`config.mk`:
```
export PLATFORM = sky130hd
export DESIGN_NAME = umich_sub_uns_seq_flat
export DESIGN_NICKNAME = d
export VERILOG_FILES = /design/src/rtl/umich_sub_uns_seq_pkg.sv /design/src/rtl/umich_sub_uns_seq_if.sv /design/src/rtl/umich_sub_chunk.sv /design/src/rtl/umich_sub_uns_seq.sv /design/src/flat_wrapper.sv
export SDC_FILE = /design/constraint.sdc
export NUM_CORES = 1
export LEC_CHECK = 0
export CORE_MARGIN = 2
export CORE_UTILIZATION = 50
export DETAILED_ROUTE_END_ITERATION = 6
export GPL_TIMING_DRIVEN = 0
export PLACE_DENSITY = 0.75
export SYNTH_ARGS = -nofsm -noshare
export SYNTH_HDL_FRONTEND = slang
export SYNTH_SLANG_ARGS = --single-unit
```
`constraint.sdc`:
```
create_clock -name clocked_on -period 6.5 [get_ports clocked_on]
set_input_delay 0.65 -clock clocked_on [delete_from_list [all_inputs] [get_ports clocked_on]]
set_output_delay 0.65 -clock clocked_on [all_outputs]
set_load 0.01 [all_outputs]
```
`src/rtl/umich_sub_uns_seq_pkg.sv`:
```
// Shared arithmetic definitions for the chunk-serial unsigned subtractor.
// Holds the controller state encoding and the index-width helper.
package umich_arith_pkg;

    typedef enum logic [1:0] {
        IDLE = 2'd0,
        BUSY = 2'd1,
        DONE = 2'd2
    } sub_state_t;

    // Ceiling log2; 0 and 1 both map to 0, callers clamp to a 1-bit minimum.
    function automatic int clog2(input int value);
        int result;
        result = 0;
        for (int v = value - 1; v > 0; v = v >>> 1) begin
            result = result + 1;
        end
        return result;
    endfunction

endpackage

```
`src/rtl/umich_sub_uns_seq_if.sv`:
```
// Operand/result handshake bundle for umich_sub_uns_seq.
// master = producer/consumer side, slave = the subtractor.
interface umich_sub_uns_seq_if #(
    parameter int WIDTH = 64
);
    logic             in_valid;
    logic             in_ready;
    logic [WIDTH-1:0] A;
    logic [WIDTH-1:0] B;
    logic             out_valid;
    logic             out_ready;
    logic [WIDTH-1:0] Z;
    logic             borrow;

    modport master (
        output in_valid, A, B, out_ready,
        input  in_ready, out_valid, Z, borrow
    );

    modport slave (
        input  in_valid, A, B, out_ready,
        output in_ready, out_valid, Z, borrow
    );
endinterface

```
`src/rtl/umich_sub_chunk.sv`:
```
// Combinational CHUNK-bit subtract slice with borrow-in and borrow-out.
module umich_sub_chunk #(
    parameter int CHUNK = 16
) (
    input  logic [CHUNK-1:0] a,
    input  logic [CHUNK-1:0] b,
    input  logic             borrow_in,
    output logic [CHUNK-1:0] diff,
    output logic             borrow_out
);
    logic [CHUNK:0] wide;

    // The extra MSB goes to 1 exactly when the slice underflows.
    assign wide       = {1'b0, a} - {1'b0, b} - {{CHUNK{1'b0}}, borrow_in};
    assign diff       = wide[CHUNK-1:0];
    assign borrow_out = wide[CHUNK];
endmodule

```
`src/rtl/umich_sub_uns_seq.sv`:
```
// Multi-cycle chunk-serial unsigned subtractor Z = A - B with borrow flag.
// Define UMICH_SUB_SAT_EN to clamp Z to zero whenever the subtract underflows.
module umich_sub_uns_seq
    import umich_arith_pkg::*;
#(
    parameter int WIDTH = 64,
    parameter int CHUNK = 16
) (
    input  logic                 clocked_on,
    input  logic                 clear_n,
    input  logic                 synch_clear,
    umich_sub_uns_seq_if.slave   bus
);
    localparam int NCHUNK = WIDTH / CHUNK;
    localparam int IDXW   = (NCHUNK > 1) ? clog2(NCHUNK) : 1;
    localparam logic [IDXW-1:0] LAST_IDX = IDXW'(NCHUNK - 1);

    generate
        if ((CHUNK < 1) || (WIDTH % CHUNK != 0)) begin : g_bad_cfg
            $error("umich_sub_uns_seq: WIDTH must be a positive multiple of CHUNK");
        end
    endgenerate

    sub_state_t       state;
    logic [IDXW-1:0]  idx;
    logic [WIDTH-1:0] a_reg;
    logic [WIDTH-1:0] b_reg;
    logic             borrow_reg;
    logic [WIDTH-1:0] work;
    logic [WIDTH-1:0] z_reg;
    logic             borrow_q;
    logic             out_valid_q;

    logic [CHUNK-1:0] a_slice;
    logic [CHUNK-1:0] b_slice;
    logic [CHUNK-1:0] diff;
    logic             chunk_borrow;
    logic [WIDTH-1:0] next_work;
    logic [WIDTH-1:0] z_final;

    assign a_slice = a_reg[int'(idx) * CHUNK +: CHUNK];
    assign b_slice = b_reg[int'(idx) * CHUNK +: CHUNK];

    umich_sub_chunk #(.CHUNK(CHUNK)) u_chunk (
        .a          (a_slice),
        .b          (b_slice),
        .borrow_in  (borrow_reg),
        .diff       (diff),
        .borrow_out (chunk_borrow)
    );

    // Partial results build up in a shadow register so Z only moves on entry to DONE.
    always_comb begin
        next_work = work;
        next_work[int'(idx) * CHUNK +: CHUNK] = diff;
    end

`ifdef UMICH_SUB_SAT_EN
    assign z_final = chunk_borrow ? '0 : next_work;
`else
    assign z_final = next_work;
`endif

    always_ff @(posedge clocked_on or negedge clear_n) begin
        if (!clear_n) begin
            state       <= IDLE;
            idx         <= '0;
            a_reg       <= '0;
            b_reg       <= '0;
            borrow_reg  <= 1'b0;
            work        <= '0;
            z_reg       <= '0;
            borrow_q    <= 1'b0;
            out_valid_q <= 1'b0;
        end else if (synch_clear) begin
            state       <= IDLE;
            idx         <= '0;
            a_reg       <= '0;
            b_reg       <= '0;
            borrow_reg  <= 1'b0;
            work        <= '0;
            z_reg       <= '0;
            borrow_q    <= 1'b0;
            out_valid_q <= 1'b0;
        end else begin
            case (state)
                IDLE: begin
                    if (bus.in_valid) begin
                        a_reg      <= bus.A;
                        b_reg      <= bus.B;
                        borrow_reg <= 1'b0;
                        idx        <= '0;
                        state      <= BUSY;
                    end
                end
                BUSY: begin
                    work       <= next_work;
                    borrow_reg <= chunk_borrow;
                    if (idx == LAST_IDX) begin
                        idx         <= '0;
                        z_reg       <= z_final;
                        borrow_q    <= chunk_borrow;
                        out_valid_q <= 1'b1;
                        state       <= DONE;
                    end else begin
                        idx <= idx + IDXW'(1);
                    end
                end
                DONE: begin
                    if (bus.out_ready) begin
                        out_valid_q <= 1'b0;
                        state       <= IDLE;
                    end
                end
                default: begin
                    state <= IDLE;
                end
            endcase
        end
    end

    assign bus.in_ready  = (state == IDLE);
    assign bus.out_valid = out_valid_q;
    assign bus.Z         = z_reg;
    assign bus.borrow    = borrow_q;
endmodule

```
`src/flat_wrapper.sv`:
```
// flat-port wrapper written by rule: the top's interface ports become plain ports
module umich_sub_uns_seq_flat import umich_arith_pkg::*;
#(
    parameter int WIDTH = 64,
    parameter int CHUNK = 16
)
  (clocked_on, clear_n, synch_clear, bus_in_valid, bus_A, bus_B, bus_out_ready, bus_in_ready, bus_out_valid, bus_Z, bus_borrow);
  umich_sub_uns_seq_if #(.WIDTH(WIDTH)) bus_i ();
  input  logic clocked_on;
  input  logic clear_n;
  input  logic synch_clear;
  input wire logic [$bits(bus_i.in_valid)-1:0] bus_in_valid;
  input wire logic [$bits(bus_i.A)-1:0] bus_A;
  input wire logic [$bits(bus_i.B)-1:0] bus_B;
  input wire logic [$bits(bus_i.out_ready)-1:0] bus_out_ready;
  output wire logic [$bits(bus_i.in_ready)-1:0] bus_in_ready;
  output wire logic [$bits(bus_i.out_valid)-1:0] bus_out_valid;
  output wire logic [$bits(bus_i.Z)-1:0] bus_Z;
  output wire logic [$bits(bus_i.borrow)-1:0] bus_borrow;
  assign bus_i.in_valid = bus_in_valid;
  assign bus_i.A = bus_A;
  assign bus_i.B = bus_B;
  assign bus_i.out_ready = bus_out_ready;
  assign bus_in_ready = bus_i.in_ready;
  assign bus_out_valid = bus_i.out_valid;
  assign bus_Z = bus_i.Z;
  assign bus_borrow = bus_i.borrow;
  umich_sub_uns_seq #(.WIDTH(WIDTH), .CHUNK(CHUNK)) u_core (.clocked_on(clocked_on), .clear_n(clear_n), .synch_clear(synch_clear), .bus(bus_i));
endmodule
```
==> impl.org, run 1 <==
** GRT
- Initial antenna violation count :: 0
- Entering global routing, the biggest net connects ~120 pins.
- The total overflow left after global routing is 0.
- For this run, the total global-route usage over all layers was measured as around 29%.
- Via count of the first global-routing pass :: 11141
- First-pass GRT wire length :: roughly 60 mm

** Logic synthesis
- The biggest area contributor in the post-synthesis netlist is sky130_fd_sc_hd__dfrtp_1.
- Count of different cell masters after synthesis :: 55
- Sequential fraction of the synthesis area :: between 50% and 60%
- The Yosys step of the flow raised 0 warnings.
- Net count after synthesis :: 1500
- Number of instances in the synthesized netlist :: roughly 1300
- The mapped netlist covers around 13000 sq um.
- Average footprint of a synthesized cell :: between 9 and 10 sq um
- The synthesized design contains about 260 register bits.
- Summed over its instances, the top area cell type makes up between 50% and 60% of the synthesized netlist area.
- By area the synthesized netlist is led by sky130_fd_sc_hd__dfrtp_1 (52%), sky130_fd_sc_hd__nand2_1 (8.3%), sky130_fd_sc_hd__a21oi_1 (6.7%).
- Async set-or-reset flop fraction in the synthesized netlist :: 100%
- Number of enable-type register cells in the synthesized netlist :: 0
- Predominant post-synthesis flop cell :: sky130_fd_sc_hd__dfrtp_1

** Drt
- Post-route DRC violation count :: 0
- Final WL :: between 30 and 40 mm
- Summing over every cut layer, the via total after detailed routing is 11282.
- Drt wl/cell :: around 20 microns
- Remaining antenna violation count after routing :: 0
- Routed vias/inst :: 5.90
- Before antenna repair, the detailed router went through 5 iterations.
- Drt first-iter violations :: roughly 1200

** Power and ir drop
- Pwr dens :: about 260 nW/um^2
- VDD IR-drop max :: approximately 0.17 mV
- In this run the static leakage power is about 6.9 nW.

** Layout
- Count of antenna diodes in the layout :: 0
- Final Net Count :: roughly 1700
- From synthesis to final layout, the design area changed by 26.5%.
- The post-route netlist has 5.94% of its cells at a drive strength greater than 1.
- Number of non-filler instances in the completed layout :: roughly 1900

** Clocking
- For the worst-skew pair, the clock arrives at the later sink with an insertion delay of 0.54 ns.
- Clock-pin slew was measured on the worst setup and hold paths at ~0.06 ns.
- Buffers inserted to repair hold after CTS numbered 0.
- Post-CTS setup buffers :: 0
- Number of sinks driven by the clock tree :: 263
- No sink is reached through more buffers than the 3 on the longest clock path.
- Once the clock tree was built, the resizer swapped 0 gates to a different size.
- TritonCTS built the clock tree.
- In this run the number of H-tree levels came out at 1.
- Number of buffers added by the clock tree synthesis step :: 27
- The tree is rooted in a sky130_fd_sc_hd__clkbuf_16.

** Timing
- Measured against its own limit, the worst slew margin works out to between 30% and 40%.
- The final hold violation count was 0.
- Setup Viol. Count Final :: 0
- Setup slack on the critical path of the routed design comes to about 1.1 ns.
- Smallest hold slack :: ~0.028 ns
- The smallest clock period supported by the final layout is computed as between 5 and 6 ns.
- At the pin with the least slew margin, the transition time is 0.983 ns.
- Setup repair after global routing missed its margin :: false
- The count of final max-slew check failures was 0.
- Highest achievable clock rate :: 187 MHz
- Of the available clock period, the critical path in the final layout requires 82.5%.
- Clock skew on the completed layout was measured at approximately 0.015 ns.

** Setup path
- At the worst endpoint, the required time is about 7.0 ns.
- Data on the critical path arrives at its endpoint at slightly below 6 ns.
- The worst setup path is of the flip-flop to flip-flop kind.
- The startpoint identified for the worst register-to-register timing path is u_core.idx[0].
- Endpoint kind of the worst setup timing path :: flip-flop
- Worst-path maximum fanout :: 10
- Startpoint kind of the worst setup timing path :: flip-flop
- The critical path starts at u_core.idx[0].

** Place
- Number of cells after detailed placement :: approximately 1900
- Worst slack, placed :: ~1.1 ns
- Total half-perimeter wirelength after legalization and detailed placement :: 27.9 mm
- Routability-driven placement congestion ratio :: 0.902
- Count of port buffers added during placement :: ~200

** Floorplanning
- The die is 163 microns tall.
- The die covers approximately 27000 sq um.
- Count of boundary I/O pins :: 200
- Site row count :: between 50 and 60
- Chip Width :: between 150 and 200 microns
- For this configuration, the core starts out at a cell density of 50.7%.
- After floorplanning, the core was sized to cover 25000 sq um.

** Run
- Number of maximum-capacitance constraint violations :: 0

** Run status
- The run finished with clean final reports.

** Worst hold path
- The min-delay analysis places its worst path in the category input port to async pin.
[final timing paths]
kind / end / slack [ns] / cells past startpoint
setup / recovery: u_core.bus.Z[28] / 1.14 / 12
hold / removal: u_core.bus.Z[49] / 0.03 / 1
setup reg to reg: u_core.bus.Z[28] / 1.14 / 12
hold reg to reg: u_core.b_reg[7] / 0.52 / 2
max in group asynchronous: u_core.work[12] / 5.57 / 2
min in group clocked_on: u_core.b_reg[7] / 0.52 / 2
[layout make-up]
type / count / area, sq um
multi-input combinational: 911 / 5520
tap: 330 / 413
buffer: 101 / 400
timing repair buffer: 202 / 2060
inverter: 56 / 210
clock inverter: 5 / 58.8
sequential: 263 / 6580
fill: 2063 / 8990
clock buffer: 44 / 810
[cells in the mapped netlist (all sizes together) (4+ instances only)]
| library cell | number |
|---|---|
| nand2 | 281 |
| dfrtp | 263 |
| a21oi | 169 |
| nor2 | 115 |
| clkbuf | 87 |
| o21ai | 64 |
| a22oi | 53 |
| inv | 51 |
| a221oi | 35 |
| ha | 34 |
| mux4 | 32 |
| a211oi | 30 |
| buf | 14 |
| nor3 | 11 |
| nand3 | 9 |
| a21o | 8 |
| nand2b | 7 |
| xnor2 | 7 |
| and2 | 6 |
| o221ai | 6 |
| clkinv | 5 |
| xor2 | 5 |
| nor4b | 4 |
[layer usage]
layer / part of all wire (%) / global-route usage [%]
met5: 0 / 0
met4: 3.9 / 12.0
met3: 9.3 / 5.08
met2: 47 / 46.9
met1: 40 / 39.1
[worst max-delay path, stage by stage, from the launching register on]
cell                       delay, ns
sky130_fd_sc_hd__dfrtp_1        0.42
sky130_fd_sc_hd__buf_2          0.34
sky130_fd_sc_hd__buf_1          0.72
sky130_fd_sc_hd__mux4_2         0.62
sky130_fd_sc_hd__fa_1           0.43
sky130_fd_sc_hd__fa_1           0.44
sky130_fd_sc_hd__nand2b_1       0.19
sky130_fd_sc_hd__a2111o_1       0.47
sky130_fd_sc_hd__and3_4         0.20
sky130_fd_sc_hd__a221o_2        0.41
sky130_fd_sc_hd__xor2_1         0.66
sky130_fd_sc_hd__a221oi_1       0.22
sky130_fd_sc_hd__nor2_1         0.15
[report_power, final]
| group | leakage [nW] | total, mW | switching, mW | internal (mW) |
|---|---|---|---|---|
| registers | 3.59 | 1.74 | 0.0400 | 1.70 |
| logic | 2.85 | 0.865 | 0.552 | 0.312 |
| clock network | 0.423 | 1.53 | 0.644 | 0.888 |
[per-stage QoR]
stage          area (sq um)  total power, mW  util [%]  TNS (ns)
2_1_floorplan         12700             2.27         -         0
3_3_place_gp          15100             2.60      60.3  -1665.69
4_1_cts               16000             4.13      64.1         0
3_5_place_dp          15200             2.62      60.6         0
5_1_grt               16000             4.29      64.1         0
6_report              16000             4.14      64.1         0
[cells by family (layout without fill, tap and decap cells)]
family	count (synthesis)	after routing	synth area share [%]
AO/OA/AOI/OAI	381	381	18.7
XOR/XNOR	12	12	0.828
adder cells (fa/ha/maj)	36	36	3.67
buffers and inverters	157	408	4.81
flip-flops	263	263	51.9
multiplexers	35	35	5.92
AND/OR/NAND/NOR	447	447	14.3
[cells in the final DEF (no fill, tap or decap), types with 32 or more instances in the layout]
| master | synthesis | layout |
|---|---|---|
| sky130_fd_sc_hd__nand2_1 | 281 | 281 |
| sky130_fd_sc_hd__dfrtp_1 | 263 | 263 |
| sky130_fd_sc_hd__clkdlybuf4s50_1 | 0 | 198 |
| sky130_fd_sc_hd__a21oi_1 | 169 | 169 |
| sky130_fd_sc_hd__nor2_1 | 115 | 115 |
| sky130_fd_sc_hd__clkbuf_1 | 86 | 96 |
| sky130_fd_sc_hd__o21ai_0 | 64 | 64 |
| sky130_fd_sc_hd__a22oi_1 | 53 | 53 |
| sky130_fd_sc_hd__inv_1 | 51 | 51 |
| sky130_fd_sc_hd__a221oi_1 | 35 | 35 |
| sky130_fd_sc_hd__ha_1 | 34 | 34 |
| sky130_fd_sc_hd__mux4_2 | 32 | 32 |
Note: power is estimated with default switching activity, not from simulation.
==> run 2, diff against run 1 <==
--- a/config.mk
+++ b/config.mk
@@ -6,10 +6,10 @@
 export NUM_CORES = 1
 export LEC_CHECK = 0
 export CORE_MARGIN = 2
-export CORE_UTILIZATION = 50
+export CORE_UTILIZATION = 49
 export DETAILED_ROUTE_END_ITERATION = 6
 export GPL_TIMING_DRIVEN = 0
-export PLACE_DENSITY = 0.75
+export PLACE_DENSITY = 0.77
 export SYNTH_ARGS = -nofsm -noshare
 export SYNTH_HDL_FRONTEND = slang
 export SYNTH_SLANG_ARGS = --single-unit
==> constraint.sdc (replaced) <==
create_clock -name clocked_on -period 4.6 [get_ports clocked_on]
set_input_delay 0.46 -clock clocked_on [delete_from_list [all_inputs] [get_ports clocked_on]]
set_output_delay 0.46 -clock clocked_on [all_outputs]
set_load 0.01 [all_outputs]
==> impl.org, run 2 (synthesized netlist as in run 1, its figures left out) <==
** Power and ir drop
- Sw Ratio :: 30.0% (+0.14 points)
- Total leakage power :: 6.88 nW (+0.21%)
- The power density over the cells is 362 nW/um^2 (+40%).
- VDD IR-drop max :: 0.264 mV (+54%)
- The combinational cell fraction of total power was 21.4% (+0.5 points).
- Flop pwr share :: 42.3% (+0.2 points)
- The internal cell power came to 4.07 mW (+40%).
- Clock power frac :: 36.3% (-0.7 points)
- P_sw :: 1.75 mW (+41%)

** Floorplanning
- The floorplan die area is 27200 sq um (+2.0%).
- The number of I/O pins was 200 (unchanged).
- The placeable core region was 25300 sq um (+1.2%).
- The die extent in y was 165 microns (+0.99%).
- The number of rows created at floorplan is 58 (unchanged).
- Chip Width :: 165 microns (+0.99%)
- Initial Util :: 50.1% (-0.58 points)

** Clocking
- Number of buffers added by the clock tree synthesis step :: 27 (unchanged)
- The total number of clock tree sinks is 263 (unchanged).
- The clock-pin transition on the worst setup and hold timing paths was 0.06 ns (about the same).
- TritonCTS built the clock tree.
- The number of buffers inserted to repair setup after CTS is 0 (unchanged).
- Clock latency on the worst-skew pair :: 0.54 ns (about the same)
- The maximum number of buffers from clock root to sink was 3 (unchanged).
- The total number of H-tree levels came to 1 (unchanged).
- The root buffer cell chosen for the clock tree is sky130_fd_sc_hd__clkbuf_16.

** Drt
- Routed vias/inst :: 5.93 (+0.46%)
- Final WL :: 38.6 mm (+1.4%)
- The number of DRC violations after detailed-routing iteration 0 came to 1411 (+13%).
- The routed length per instance was 20.2 microns (+1.6%).
- First drt pass iteration count :: 5 (unchanged)
- The routed via count was 11316 (+0.30%).
- Post-route DRC violation count :: 0 (unchanged)
- The remaining number of nets flagged by the antenna check after routing was 0 (unchanged).

** Timing
- Share of the cycle needed by the critical path after routing :: 96.1% (+14 points)
- The worst-case hold slack was 0.367 ns (+0.339 ns).
- The final hold violation count is 0 (unchanged).
- The count of final max-slew check failures was 0 (unchanged).
- Setup Viol. Count Final :: 0 (unchanged)
- The worst max-slew margin expressed relative to the limit was 11.1% (-23 points).
- Post-Route Skew :: 0.0193 ns (+0.00477 ns)
- Setup repair after global routing left no endpoint under its margin.
- Slew at the pin closest to its max-slew limit :: 1.32 ns (+0.337 ns)
- Highest achievable clock rate :: 226 MHz (+21%)
- Setup slack after layout :: 0.181 ns (-0.959 ns)
- Min cycle time layout :: 4.42 ns (-0.941 ns)

** Layout
- The area of the multi-input gates came to 5550 sq um (+0.57%).
- Count of antenna diodes in the layout :: 0 (unchanged)
- Compared with the post-synthesis result, the final layout area differs by 26.7%.
- Final cell area excluding filler cells :: 16100 sq um (+0.17%)
- The proportion of layout cells with a drive suffix above 1 was 6.27% (+0.33 points).
- Share of the core filled with cells :: 63.5% (-0.63 points)
- Area of all sequential standard cells :: 6580 sq um (unchanged)
- Leaving out fill and tap cells, the most frequent cells in the layout are sky130_fd_sc_hd__nand2_1 (281), sky130_fd_sc_hd__dfrtp_1 (263), sky130_fd_sc_hd__clkdlybuf4s50_1 (198), sky130_fd_sc_hd__a21oi_1 (169), sky130_fd_sc_hd__nor2_1 (115).
- The library cell used most frequently in the layout, excluding fill and tap cells, is sky130_fd_sc_hd__nand2_1.
- The number of nets in the final layout is 1731 (unchanged).
- The final cell count without fillers came to 1909 (-0.16%).
- The count of fill cells added during filler insertion came to 2082 (+0.92%).

** Place
- Placed cell area :: 15200 sq um (about the same)
- Routability-driven placement congestion ratio :: 0.912 (+1.1%)
- Worst slack, placed :: -0.774 ns (-1.90 ns)
- Number of cells after detailed placement :: 1862 (unchanged)
- The count of buffers inserted at the top-level ports is 199 (unchanged).
- Total half-perimeter wirelength after legalization and detailed placement :: 27.9 mm (about the same)

** Setup path
- Traced cell by cell, the critical path runs through buf_6 > buf_8 > mux4_2 > fa_1 > fa_1 > nand2b_1 > a2111o_1 > and3_4 > a221o_2 > a2111oi_4 > mux2i_1 > or2_1.
- The critical path is of the flip-flop to flip-flop type.
- Endpoint kind of the worst setup timing path :: flip-flop
- Dominant cell type by count on the critical path :: sky130_fd_sc_hd__fa_1
- The maximum fanout count along the critical path is 10 (unchanged).
- The delay of the slowest critical-path stage came to 0.54 ns (-0.18 ns).
- The worst endpoint required time was 5.01 ns (-1.96 ns).
- Startpoint kind of the worst setup timing path :: flip-flop
- The slowest stage of the critical path belongs to the cell sky130_fd_sc_hd__mux4_2.
- The arrival time of the worst setup path is 4.83 ns (-1.00 ns).

** Run status
- The flow ran to the end, and the final reports show no timing, DRC or antenna violations.

** GRT
- The total congestion overflow was 0 (unchanged).
- The via count of the first global-routing pass is 11031 (-0.99%).
- The initial antenna violation count is 0 (unchanged).
- The wire length of the first global-routing pass was 59.6 mm (-1.1%).
- The maximum number of pins on one net before global-route repair came to 126 (+6.8%).
- The total global routing track utilization came to 28.5% (-0.58 points).

** Run
- The number of max-cap violations was 0 (unchanged).

** Worst hold path
- The min-delay analysis places its worst path in the category input port to async pin.
[run 2: changes by cell type in the layout (fill, tap and decap cells not counted), sizes merged]
cell / delta
dlygate4sd3: +1
inv: -1
clkinv: +1
clkbuf: -3
buf: -1
[run 2: power groups by stage]
| stage | Clock, mW | Sequential (mW) | Combinational (mW) |
|---|---|---|---|
| after floorplan | 0 | 2.48 | 0.727 |
| after global placement | 0 | 2.50 | 1.17 |
| after detailed placement | 0 | 2.50 | 1.19 |
| after CTS | 2.12 | 2.46 | 1.21 |
| after global routing | 2.22 | 2.47 | 1.34 |
| final | 2.11 | 2.46 | 1.25 |
[run 2: worst max-delay path, delay by kind of cell, from the launching register on]
family                     cells  cell delay [ns]
adders and majority gates      2             0.87
muxes                          2             0.65
and+or+nand+nor                3             0.64
DFF                            1             0.42
AOI/OAI and AO/OA              3             1.31
buffers and inverters          2             0.40
[run 2: timing repair]
action                                 4_1_cts  5_1_grt
hold buffers                                 1        0
pin swaps                                    0        2
resized for setup                           16       10
setup endpoints to repair                   64       41
endpoints found under the hold margin       22        0
[run 2: metrics by stage]
stage / setup TNS [ns] / total power, mW
after floorplan: 0 / 3.21
after global placement: -2111.00 / 3.67
after detailed placement: -21.43 / 3.69
after CTS: 0 / 5.79
after global routing: 0 / 6.03
final: 0 / 5.82
[run 2: layout make-up]
cell class / instances / area share [%]
flip-flops and latches: 263 / 40.9
inverters: 56 / 1.31
repair buffers: 202 / 12.8
plain buffers: 101 / 2.67
clock inverters: 5 / 0.327
multi-input cells: 911 / 34.5
clock buffers: 41 / 4.84
well taps: 330 / 2.57
[run 2: worst paths after layout]
check / slack [ns] / startpoint / end / depth (start not counted)
hold / removal: 0.37 / clear_n / u_core.bus.Z[33] / 2
min in group clocked_on: 0.47 / bus_A[42] / u_core.a_reg[42] / 3
setup / recovery: 0.18 / u_core.idx[0] / u_core.borrow_reg / 12
max in group asynchronous: 3.38 / clear_n / u_core.bus.Z[37] / 3
hold reg to reg: 0.52 / u_core.a_reg[45] / u_core.a_reg[45] / 2
setup reg to reg: 0.18 / u_core.idx[0] / u_core.borrow_reg / 12
[run 2: layer usage]
layer | share of wire, % | global-route usage (%) | vias up
li1 | - | - | 5096
met1 | 40 | 38.0 | 5516
met2 | 47 | 46.4 | 610
met3 | 8.5 | 4.75 | 94
met4 | 4.3 | 12.2 | 0
met5 | 0 | 0 | -
==> run 3, diff against run 2 <==
==> constraint.sdc (replaced) <==
create_clock -name clocked_on -period 3.78 [get_ports clocked_on]
set_input_delay 0.378 -clock clocked_on [delete_from_list [all_inputs] [get_ports clocked_on]]
set_output_delay 0.378 -clock clocked_on [all_outputs]
set_load 0.02 [all_outputs]
==> impl.org, run 3 (synthesized netlist as in run 1, its figures left out) <==
** Run status
- Outcome :: finished, violations left
- Failing checks :: setup timing

** Layout
- The antenna cell count was 0 (unchanged).
- Number of non-filler instances in the completed layout :: 1929 (+1.0%)
- Layout cell share with drive strength beyond 1 :: 10.4% (+4.1 points)
- In the layout the commonest cells are sky130_fd_sc_hd__nand2_1 (281), sky130_fd_sc_hd__dfrtp_1 (263), sky130_fd_sc_hd__clkdlybuf4s50_1 (198), sky130_fd_sc_hd__a21oi_1 (162), sky130_fd_sc_hd__nor2_1 (115).
- Final Net Count :: 1751 (+1.2%)
- Area growth from synthesis to layout :: 31.3%
- Leaving out fill and tap cells, the most frequent cell in the layout is sky130_fd_sc_hd__nand2_1.
- The final design utilization came to 65.8% (+2.3 points).

** Drt
- The routed via count came to 11636 (+2.8%).
- Final WL :: 39.7 mm (+2.8%)
- The remaining number of nets flagged by the antenna check after routing is 0 (unchanged).
- The routed length per instance was 20.6 microns (+1.7%).
- The per-cell via count in the routed design came to 6.03 (+1.8%).
- Post-route DRC violation count :: 0 (unchanged)
- The number of DRC violations after detailed-routing iteration 0 is 1521 (+7.8%).
- The total iterations of the first detailed-routing run is 6 (+1).

** Worst hold path
- The path class of the tightest hold or removal check is input port to async pin.

** Floorplanning
- Initial Util :: 50.1% (unchanged)
- The placeable core region is 25300 sq um (unchanged).
- Site row count :: 58 (unchanged)
- Die ar. :: 27200 sq um (unchanged)
- The number of I/O pins came to 200 (unchanged).
- The die extent in y is 165 microns (unchanged).
- The width of the chip was 165 microns (unchanged).

** Setup path
- The maximum fanout count along the critical path is 5 (-5).
- Slowest stage cell, crit path :: sky130_fd_sc_hd__mux4_2
- Cells along the critical path :: buf_8 > buf_12 > mux4_2 > fa_2 > fa_2 > nand2b_4 > a2111o_1 > and3_4 > a221o_2 > buf_6 > nor4b_4 > nor3_4 > buf_6 > o21ai_2
- In this run the worst setup path begins at u_core.idx[0].
- The worst endpoint required time came to 4.25 ns (-0.76 ns).
- The arrival time of the worst setup path was 4.50 ns (-0.33 ns).
- Worst Setup Path Type :: flip-flop to flip-flop
- Critical path buffers and inverters :: 4 (+2)
- Grouping stages by cell kind, the critical path spends the most delay in compound AO/OA/AOI/OAI gates.
- Largest incremental delay on the critical path :: 0.52 ns (-0.02 ns)
- Startpoint kind of the worst setup timing path :: flip-flop
- The startpoint identified for the worst register-to-register timing path is u_core.idx[0].
- Endpoint kind of the worst setup timing path :: flip-flop

** GRT
- Initial antenna violation count :: 0 (unchanged)
- Via count of the first global-routing pass :: 11444 (+3.7%)
- Largest net degree at the start of global routing :: 127 (+0.79%)
- The wire length of the first global-routing pass is 61.6 mm (+3.5%).
- The total global routing track utilization came to 29.4% (+0.88 points).
- The total congestion overflow was 0 (unchanged).

** Place
- The count of buffers inserted at the top-level ports is 199 (unchanged).
- Total half-perimeter wirelength after legalization and detailed placement :: 27.9 mm (+0.19%)
- Routability-driven placement congestion ratio :: 0.918 (+0.66%)
- Number of cells after detailed placement :: 1862 (unchanged)

** Clocking
- TritonCTS built the clock tree.
- Root buf cell :: sky130_fd_sc_hd__clkbuf_16
- The total number of clock tree sinks was 263 (unchanged).
- Clock latency on the worst-skew pair :: 0.54 ns (about the same)
- Buffer levels on the longest clock path :: 3 (unchanged)
- Number of buffers added by the clock tree synthesis step :: 27 (unchanged)
- The clock-pin transition on the worst setup and hold timing paths was 0.06 ns (about the same).
- The total number of H-tree levels is 1 (unchanged).

** Power and ir drop
- VDD IR-drop max :: 0.406 mV (+53%)
- The leakage power was 7.15 nW (+4.0%).
- Pwr dens :: 448 nW/um^2 (+24%)

** Timing
- The final count of negative-setup-slack endpoints was 22 (+22).
- The time the worst path needs with I/O delays and setup is 4.03 ns (-0.385 ns).
- Slew at the pin closest to its max-slew limit :: 1.32 ns (-0.00373 ns)
- The period utilization was 107% (+11 points).
- Post-Route Skew :: 0.00873 ns (-0.0106 ns)
- The count of final max-slew check failures was 0 (unchanged).
- The worst-case hold slack came to 0.358 ns (-0.00979 ns).
- The fmax is 248 MHz (+9.6%).
- The final hold violation count came to 0 (unchanged).
- Slew HR :: 11.4% (+0.25 points)
- Setup repair after global routing missed its margin :: true
- Setup slack after layout :: -0.254 ns (-0.435 ns)

** Run
- The number of max-cap violations came to 0 (unchanged).
[run 3: cell types whose count changed in the layout (fill, tap and decap cells not counted), moves of 5 or more]
cell / change
sky130_fd_sc_hd__a221oi_1: -16
sky130_fd_sc_hd__a221oi_2: +16
sky130_fd_sc_hd__buf_4: +12
sky130_fd_sc_hd__a21oi_1: -7
sky130_fd_sc_hd__buf_12: +5
sky130_fd_sc_hd__buf_6: +5
sky130_fd_sc_hd__clkbuf_8: +5
sky130_fd_sc_hd__o21ai_0: -5
sky130_fd_sc_hd__xnor2_1: -5
[run 3: metrics by stage]
stage | power, mW | TNS (ns) | worst slack [ns] | cell area (sq um)
2_1_floorplan | 3.92 | -0.128 | -0.0785 | 12700
3_3_place_gp | 4.47 | -2316.26 | -8.70 | 15100
3_5_place_dp | 4.51 | -38.94 | -0.902 | 15200
4_1_cts | 7.23 | -2.70 | -0.216 | 16400
5_1_grt | 7.72 | -6.89 | -0.352 | 16700
6_report | 7.47 | -4.16 | -0.254 | 16700
[run 3: repair_timing]
action | CTS | global route
gates resized for setup | 44 | 37
cloned | 0 | 0
endpoints found under the hold margin | 63 | 0
hold buffers | 1 | 0
pin swaps | 16 | 23
endpoints found under the setup margin | 103 | 60
buffers inserted | 13 | 7
[run 3: layout make-up]
cell class | instances | area, sq um
inverters | 56 | 210
flip-flops and latches | 263 | 6580
plain buffers | 101 | 473
clock inverters | 1 | 8.76
repair buffers | 222 | 2280
fillers | 1973 | 8660
well taps | 330 | 413
multi-input cells | 911 | 5890
clock buffers | 45 | 813
[run 3: final timing paths]
| path | to | slack (ns) | cells after the start |
|---|---|---|---|
| max in group asynchronous | u_core.a_reg[5] | 2.06 | 4 |
| setup / recovery | u_core.work[14] | -0.25 | 14 |
| hold reg to reg | u_core.a_reg[45] | 0.52 | 2 |
| hold / removal | u_core.bus.Z[33] | 0.36 | 2 |
| setup reg to reg | u_core.work[14] | -0.25 | 14 |
| min in group clocked_on | u_core.b_reg[25] | 0.38 | 3 |
[run 3: layer usage]
layer | routed length [microns] | global-route usage [%] | vias up | share of wire [%]
li1 | - | - | 5149 | -
met1 | 15500 | 38.9 | 5672 | 39
met2 | 18900 | 48.4 | 692 | 48
met3 | 3550 | 4.77 | 123 | 9.0
met4 | 1720 | 12.2 | 0 | 4.3
met5 | 0 | 0 | - | 0
[run 3: report_power, final]
| group | switching [mW] | internal (mW) |
|---|---|---|
| Sequential | 0.0713 | 2.93 |
| Combinational | 1.14 | 0.812 |
| Clock | 1.07 | 1.45 |
